<file path="config.mk">
export PLATFORM = sky130hd
export DESIGN_NAME = program_sequencer
export DESIGN_NICKNAME = d
export VERILOG_FILES = /design/src/rtl/program_sequencer_pkg.sv /design/src/rtl/program_sequencer.sv
export SDC_FILE = /design/constraint.sdc
export NUM_CORES = 1
export LEC_CHECK = 0
export BUFFER_PORTS_ARGS = -buffer_cell sky130_fd_sc_hd__buf_2
export CORE_AREA = 2 2 417 419
export DETAILED_ROUTE_END_ITERATION = 10
export DIE_AREA = 0 0 419 421
export GPL_TIMING_DRIVEN = 0
export SYNTH_ARGS = -nofsm -noshare
export SYNTH_HDL_FRONTEND = slang
export SYNTH_SLANG_ARGS = --single-unit
</file>
<file path="constraint.sdc">
create_clock -name clk -period 55.3 [get_ports clk]
set_clock_uncertainty 0.1 [all_clocks]
set_input_delay 8.295 -clock clk [delete_from_list [all_inputs] [get_ports clk]]
set_output_delay 8.295 -clock clk [all_outputs]
set_load 0.005 [all_outputs]
</file>
<file path="src/rtl/program_sequencer_pkg.sv">
// Shared definitions for the program sequencer: program sizing and FSM state encoding.
package program_sequencer_pkg;

    localparam int LOG2_PROGRAM_SIZE = 5;
    localparam int PROGRAM_SIZE      = 2 ** LOG2_PROGRAM_SIZE;

    typedef enum logic [2:0] {
        IDLE                = 3'd0,
        INSTRUCTION_FETCH   = 3'd1,
        INSTRUCTION_RECEIVE = 3'd2,
        INSTRUCTION_DECODE  = 3'd3,
        EXECUTE             = 3'd4,
        DONE                = 3'd5
    } t_machinestate;

endpackage

</file>
<file path="src/rtl/program_sequencer.sv">
// Fetch/decode/execute sequencer that walks a program held in BRAM.
// Optional whole-program repetition is enabled by defining PIPEARCH_PROGRAM_LOOP_EN.
module program_sequencer #(
    parameter int LOG2_PROGRAM_SIZE = program_sequencer_pkg::LOG2_PROGRAM_SIZE,
    parameter int INSTR_WIDTH       = 512
) (
    input  logic                         clk,
    input  logic                         reset,
    input  logic                         start,
    input  logic [LOG2_PROGRAM_SIZE:0]   prog_length,
    input  logic [15:0]                  loop_count,
    output logic                         prog_re,
    output logic [LOG2_PROGRAM_SIZE-1:0] prog_raddr,
    input  logic [INSTR_WIDTH-1:0]       prog_rdata,
    input  logic                         prog_rvalid,
    output logic [INSTR_WIDTH-1:0]       instr,
    output logic                         instr_valid,
    input  logic                         exec_done,
    output logic [2:0]                   state,
    output logic [LOG2_PROGRAM_SIZE-1:0] pc,
    output logic                         done
);
    import program_sequencer_pkg::*;

    t_machinestate                r_state, w_state_nxt;
    logic [LOG2_PROGRAM_SIZE-1:0] r_pc, w_pc_nxt;
    logic [LOG2_PROGRAM_SIZE:0]   r_len;
    logic [INSTR_WIDTH-1:0]       r_instr;
    logic                         r_instr_valid;
    logic                         w_start_acc;
    logic                         w_last;
    logic                         w_loop_inc;

`ifdef PIPEARCH_PROGRAM_LOOP_EN
    logic [15:0] r_loop_cnt;
    logic [15:0] r_loop_max;
`else
    logic w_unused;
    assign w_unused = ^loop_count;
`endif

    // r_len is never 0 once EXECUTE is reached, so len-1 cannot underflow here
    assign w_last = ({1'b0, r_pc} == (r_len - 1'b1));

    always_comb begin
        w_state_nxt = r_state;
        w_pc_nxt    = r_pc;
        w_start_acc = 1'b0;
        w_loop_inc  = 1'b0;
        case (r_state)
            IDLE: begin
                if (start) begin
                    w_start_acc = 1'b1;
                    w_pc_nxt    = '0;
                    w_state_nxt = (prog_length == '0) ? DONE : INSTRUCTION_FETCH;
                end
            end
            INSTRUCTION_FETCH:   w_state_nxt = INSTRUCTION_RECEIVE;
            INSTRUCTION_RECEIVE: if (prog_rvalid) w_state_nxt = INSTRUCTION_DECODE;
            INSTRUCTION_DECODE:  w_state_nxt = EXECUTE;
            EXECUTE: begin
                if (exec_done) begin
                    if (!w_last) begin
                        w_pc_nxt    = r_pc + 1'b1;
                        w_state_nxt = INSTRUCTION_FETCH;
                    end else begin
`ifdef PIPEARCH_PROGRAM_LOOP_EN
                        if (r_loop_cnt < r_loop_max) begin
                            w_loop_inc  = 1'b1;
                            w_pc_nxt    = '0;
                            w_state_nxt = INSTRUCTION_FETCH;
                        end else begin
                            w_state_nxt = DONE;
                        end
`else
                        w_state_nxt = DONE;
`endif
                    end
                end
            end
            DONE:    w_state_nxt = IDLE;
            default: w_state_nxt = IDLE;
        endcase
    end

    always_ff @(posedge clk or posedge reset) begin
        if (reset) begin
            r_state       <= IDLE;
            r_pc          <= '0;
            r_len         <= '0;
            r_instr       <= '0;
            r_instr_valid <= 1'b0;
        end else begin
            r_state       <= w_state_nxt;
            r_pc          <= w_pc_nxt;
            r_instr_valid <= (r_state == INSTRUCTION_DECODE);
            if (w_start_acc)
                r_len <= prog_length;
            if (r_state == INSTRUCTION_RECEIVE && prog_rvalid)
                r_instr <= prog_rdata;
        end
    end

`ifdef PIPEARCH_PROGRAM_LOOP_EN
    always_ff @(posedge clk or posedge reset) begin
        if (reset) begin
            r_loop_cnt <= '0;
            r_loop_max <= '0;
        end else if (w_start_acc) begin
            r_loop_cnt <= '0;
            r_loop_max <= loop_count;
        end else if (w_loop_inc) begin
            r_loop_cnt <= r_loop_cnt + 16'd1;
        end
    end
`endif

    assign prog_re     = (r_state == INSTRUCTION_FETCH);
    assign prog_raddr  = r_pc;
    assign instr       = r_instr;
    assign instr_valid = r_instr_valid;
    assign state       = r_state;
    assign pc          = r_pc;
    assign done        = (r_state == DONE);

endmodule
</file>
==> results by stage <==
Route:
- The number of iterations in the first detailed-routing pass is 4.
- The routed design has 118 mm of wire.
- The per-cell routed wire length is 25.0 microns.
- In the routed layout, each cell is associated on average with a via count of 3.31.
- The routed layout has 15,500 vias.
- After the first detailed-routing iteration, the DRC count stood at 766.
- The remaining antenna violation count after routing is 0.
- For this run, design rule violations remaining after detail routing come to 0.

Clock tree:
- The root buffer cell chosen for the clock tree is clkbuf_16.
- In this run the post-CTS setup repair buffer count came out at 0.
- The clock-pin slew on the worst setup and hold paths is 0.05 ns.
- The number of levels the H-tree was split into is 3.
- TritonCTS built the clock tree.
- In this run, CTS created clock tree buffers numbering 69.
- The clock net in this run drives a total of 527 sinks.
- After clock tree synthesis, the repair step resized 0 gates.
- The longest clock path from root to sink contains 3 buffers.
- The number of buffers inserted by hold repair at cts is 0.
- The clock latency on the worst-skew pair is 0.67 ns.

Logic synthesis:
- The average instance area after synthesis is 16.7 sq um.
- In this run, synthesis produced a sequential element count of 527.
- Synthesis produced a netlist whose cell count is 1,189.
- The warning count from the yosys run is 0.
- Summing every instance area after synthesis gives 19,800 sq um.
- The net count of the mapped netlist is 1,730.
- The number of enable-type register cells in the synthesized netlist is 0.
- After synthesis, flip-flops and latches occupy 66.5% of the total area.
- The primary flip-flop cell chosen by synthesis mapping is dfrtp_1.
- The number of distinct library cell variants in the gate-level netlist after synthesis is 35.
- Of all flip-flops after synthesis, the portion carrying an async set or reset was 100%.

Power:
- The analysis attributes to cell leakage a power of 14.2 nW.
- The power density over the cells is 62.5 nW/um^2.
- VDD sags by at most 28.5 uV.

Global routing:
- The wire length of the first global-routing pass is 151 mm.
- The initial antenna violation count is 104.
- In the global route stage, overall resource usage came out at 13.0%.
- The via count of the first global-routing pass was 15,500.
- The final global-route overflow total is 0.
- Entering global routing, the biggest net connects 123 pins.

Worst setup path:
- The slowest cell on the critical path is dfrtp_1.
- STA classifies the critical path startpoint as a register.
- On the worst path, the slowest cell contributes a delay of 0.43 ns.
- For the worst setup path, the data required time is 46.91 ns.
- In this run the critical register-to-register path is launched from state[2].
- The register-to-register path setup slack is 52.52 ns.
- The most critical setup path has its endpoint at done.
- The cell count of the worst reg-to-reg path is 5.
- Tracing the worst setup path back leads to its startpoint at state[0].
- The critical path goes through clkbuf_1 -> and3b_1 -> buf_2.
- The peak fanout along the critical path is 10.
- STA classifies the critical path endpoint as an output port.
- STA puts the critical path data arrival time at 1.90 ns.
- The worst register-to-register path ends at instr[143].
- The kind of critical path is register to output port.

Place:
- The count of input and output buffers is 1,050.
- The last weighted congestion value of the routability-driven placer is 0.972.
- The worst-case setup slack after placement is 44.37 ns.
- The HPWL after detailed placement is 101 mm.

Floorplanning:
- The floorplan step defined a die boundary enclosing 176,000 sq um.
- Once the floorplan was initialized, standard cells occupied 11.5% of the core.
- Pin placement for this block handled 1,067 I/O pins.
- The width of the die is 419 microns.
- The standard cell core area is 172,000 sq um.
- In this run the vertical extent of the chip is 421 microns.
- The number of rows created at floorplan is 153.

Layout:
- Fill cells in the final layout number 19,000.
- The final net count is 2,856.
- The post-synthesis to final-layout area growth is 53.7%.
- The share of final-layout standard cells stronger than drive strength 1 is 73.8%.
- The area of the multi-input gates is 6290 sq um.
- Registers take 13,200 sq um.

Job:
- The max-capacitance violation count is 0.

STA:
- The final count of pins violating max slew was 0.
- Timing would allow up to 97.2 MHz.
- After layout, the worst setup slack is 45.01 ns.
- The relative slew slack is 44.2%.
- The total negative slack is 0 ns.
- Setup violations remaining at the end of the flow were counted as 0.
- Setup repair after global routing left no endpoint under its margin.
- The worst path in the final design needs a cycle of 10.29 ns, including I/O delays and setup.
- The number of failing hold endpoints at the final stage was 0.
- The portion of the clock cycle consumed by the worst path in the final layout is 18.6%.
- At the pin with the least slew margin, the transition time is 0.837 ns.

Worst hold path:
- The tightest min-delay check is of the register to register type.

Status:
- The run finished with clean final reports.
-- worst max-delay path, delay by kind of cell (launching register included) --
family,cells,cell delay [ns]
buffers and inverters,2,0.55
DFF,1,0.43
and+or+nand+nor,1,0.25
-- Yosys cell counts (all sizes together) (2+ instances only) --
cell,instances,area (sq um)
dfrtp,527,13200
mux2,514,5790
buf,63,350
nand2,23,86.3
a21oi,7,35.0
nand2b,6,37.5
nor2,5,18.8
nor3,4,30.0
inv,3,11.3
mux2i,3,30.0
nand3,3,15.0
nand4,3,18.8
xnor2,3,26.3
xor2,3,26.3
a21boi,2,18.8
and3b,2,17.5
clkbuf,2,7.51
ha,2,25.0
o21ai,2,10.0
-- routing by layer --
| metal | track usage (%) | up-vias | wire length [microns] |
|---|---|---|---|
| li1 | - | 6486 | - |
| met5 | 0 | - | 609 |
| met4 | 4.29 | 92 | 3920 |
| met3 | 5.94 | 280 | 12600 |
| met1 | 14.6 | 7935 | 43800 |
| met2 | 21.7 | 755 | 56600 |
-- kinds of logic (layout without fill, tap and decap cells) --
logic type / count (synthesis) / in the layout / share of synthesized area (%)
fa+ha+maj: 2 / 2 / 0.126
buf+inv: 68 / 1245 / 1.86
flops: 527 / 527 / 66.5
other cells: 0 / 8 / 0
mux: 517 / 517 / 29.3
compound gates: 18 / 18 / 0.687
simple gates: 51 / 51 / 1.29
xor+xnor: 6 / 6 / 0.265
-- through the flow --
stage	power (mW)	area [sq um]	util, %	hold slack (ns)	instances
after floorplan	1.00	19800	-	0.369	1189
after global placement	1.46	28000	16.2	0.385	4564
after detailed placement	1.48	28200	16.3	0.390	4569
after CTS	1.96	30500	17.7	0.402	4691
after global routing	2.02	30500	17.7	0.410	4696
final	1.91	30500	17.7	0.397	4699
-- sequential cells by signal (all words and copies together) (netlist names) --
register,count
instr,512
r_len,6
pc,5
state,3
instr_valid,1
-- how the worst min path moves through the flow --
| stage | startpoint | end | slack [ns] | depth (start not counted) |
|---|---|---|---|---|
| after floorplan | r_len[5] | r_len[5] | 0.37 | 2 |
| after global placement | instr[16] | instr[16] | 0.38 | 1 |
| after detailed placement | instr[487] | instr[487] | 0.39 | 1 |
| after CTS | instr[56] | instr[56] | 0.40 | 1 |
| after global routing | instr[456] | instr[456] | 0.41 | 1 |
| final | instr[487] | instr[487] | 0.40 | 1 |
-- final cells by class --
| type | count | area share, % |
|---|---|---|
| Clock inverter | 28 | 1.25 |
| Antenna cell | 8 | 0.0656 |
| Sequential cell | 527 | 43.2 |
| Multi-Input combinational cell | 594 | 20.6 |
| Buffer | 65 | 1.17 |
| Inverter | 3 | 0.0615 |
| Clock buffer | 94 | 6.36 |
| Tap cell | 2325 | 9.54 |
| Timing Repair Buffer | 1055 | 17.7 |
-- cell usage in the layout (no fill, tap or decap), drive strengths merged, types with 2 or more instances in the layout --
| cell type | count |
|---|---|
| dfrtp | 527 |
| mux2i | 3 |
| o21ai | 2 |
| nand2 | 23 |
| xnor2 | 3 |
| a21oi | 7 |
| clkbuf | 96 |
| nand3 | 3 |
| nor3 | 4 |
| clkinv | 18 |
| diode | 8 |
| nand4 | 3 |
| nor2 | 5 |
| ha | 2 |
| inv | 8 |
| nand2b | 6 |
| bufinv | 4 |
| and3b | 2 |
| a21boi | 2 |
| buf | 1118 |
| mux2 | 514 |
| xor2 | 3 |
-- where the power goes --
group          switching, mW  internal [mW]
clock                  0.197          0.269
sequential             0.113          0.585
combinational          0.384          0.358
(Power assumes the default switching activity.)
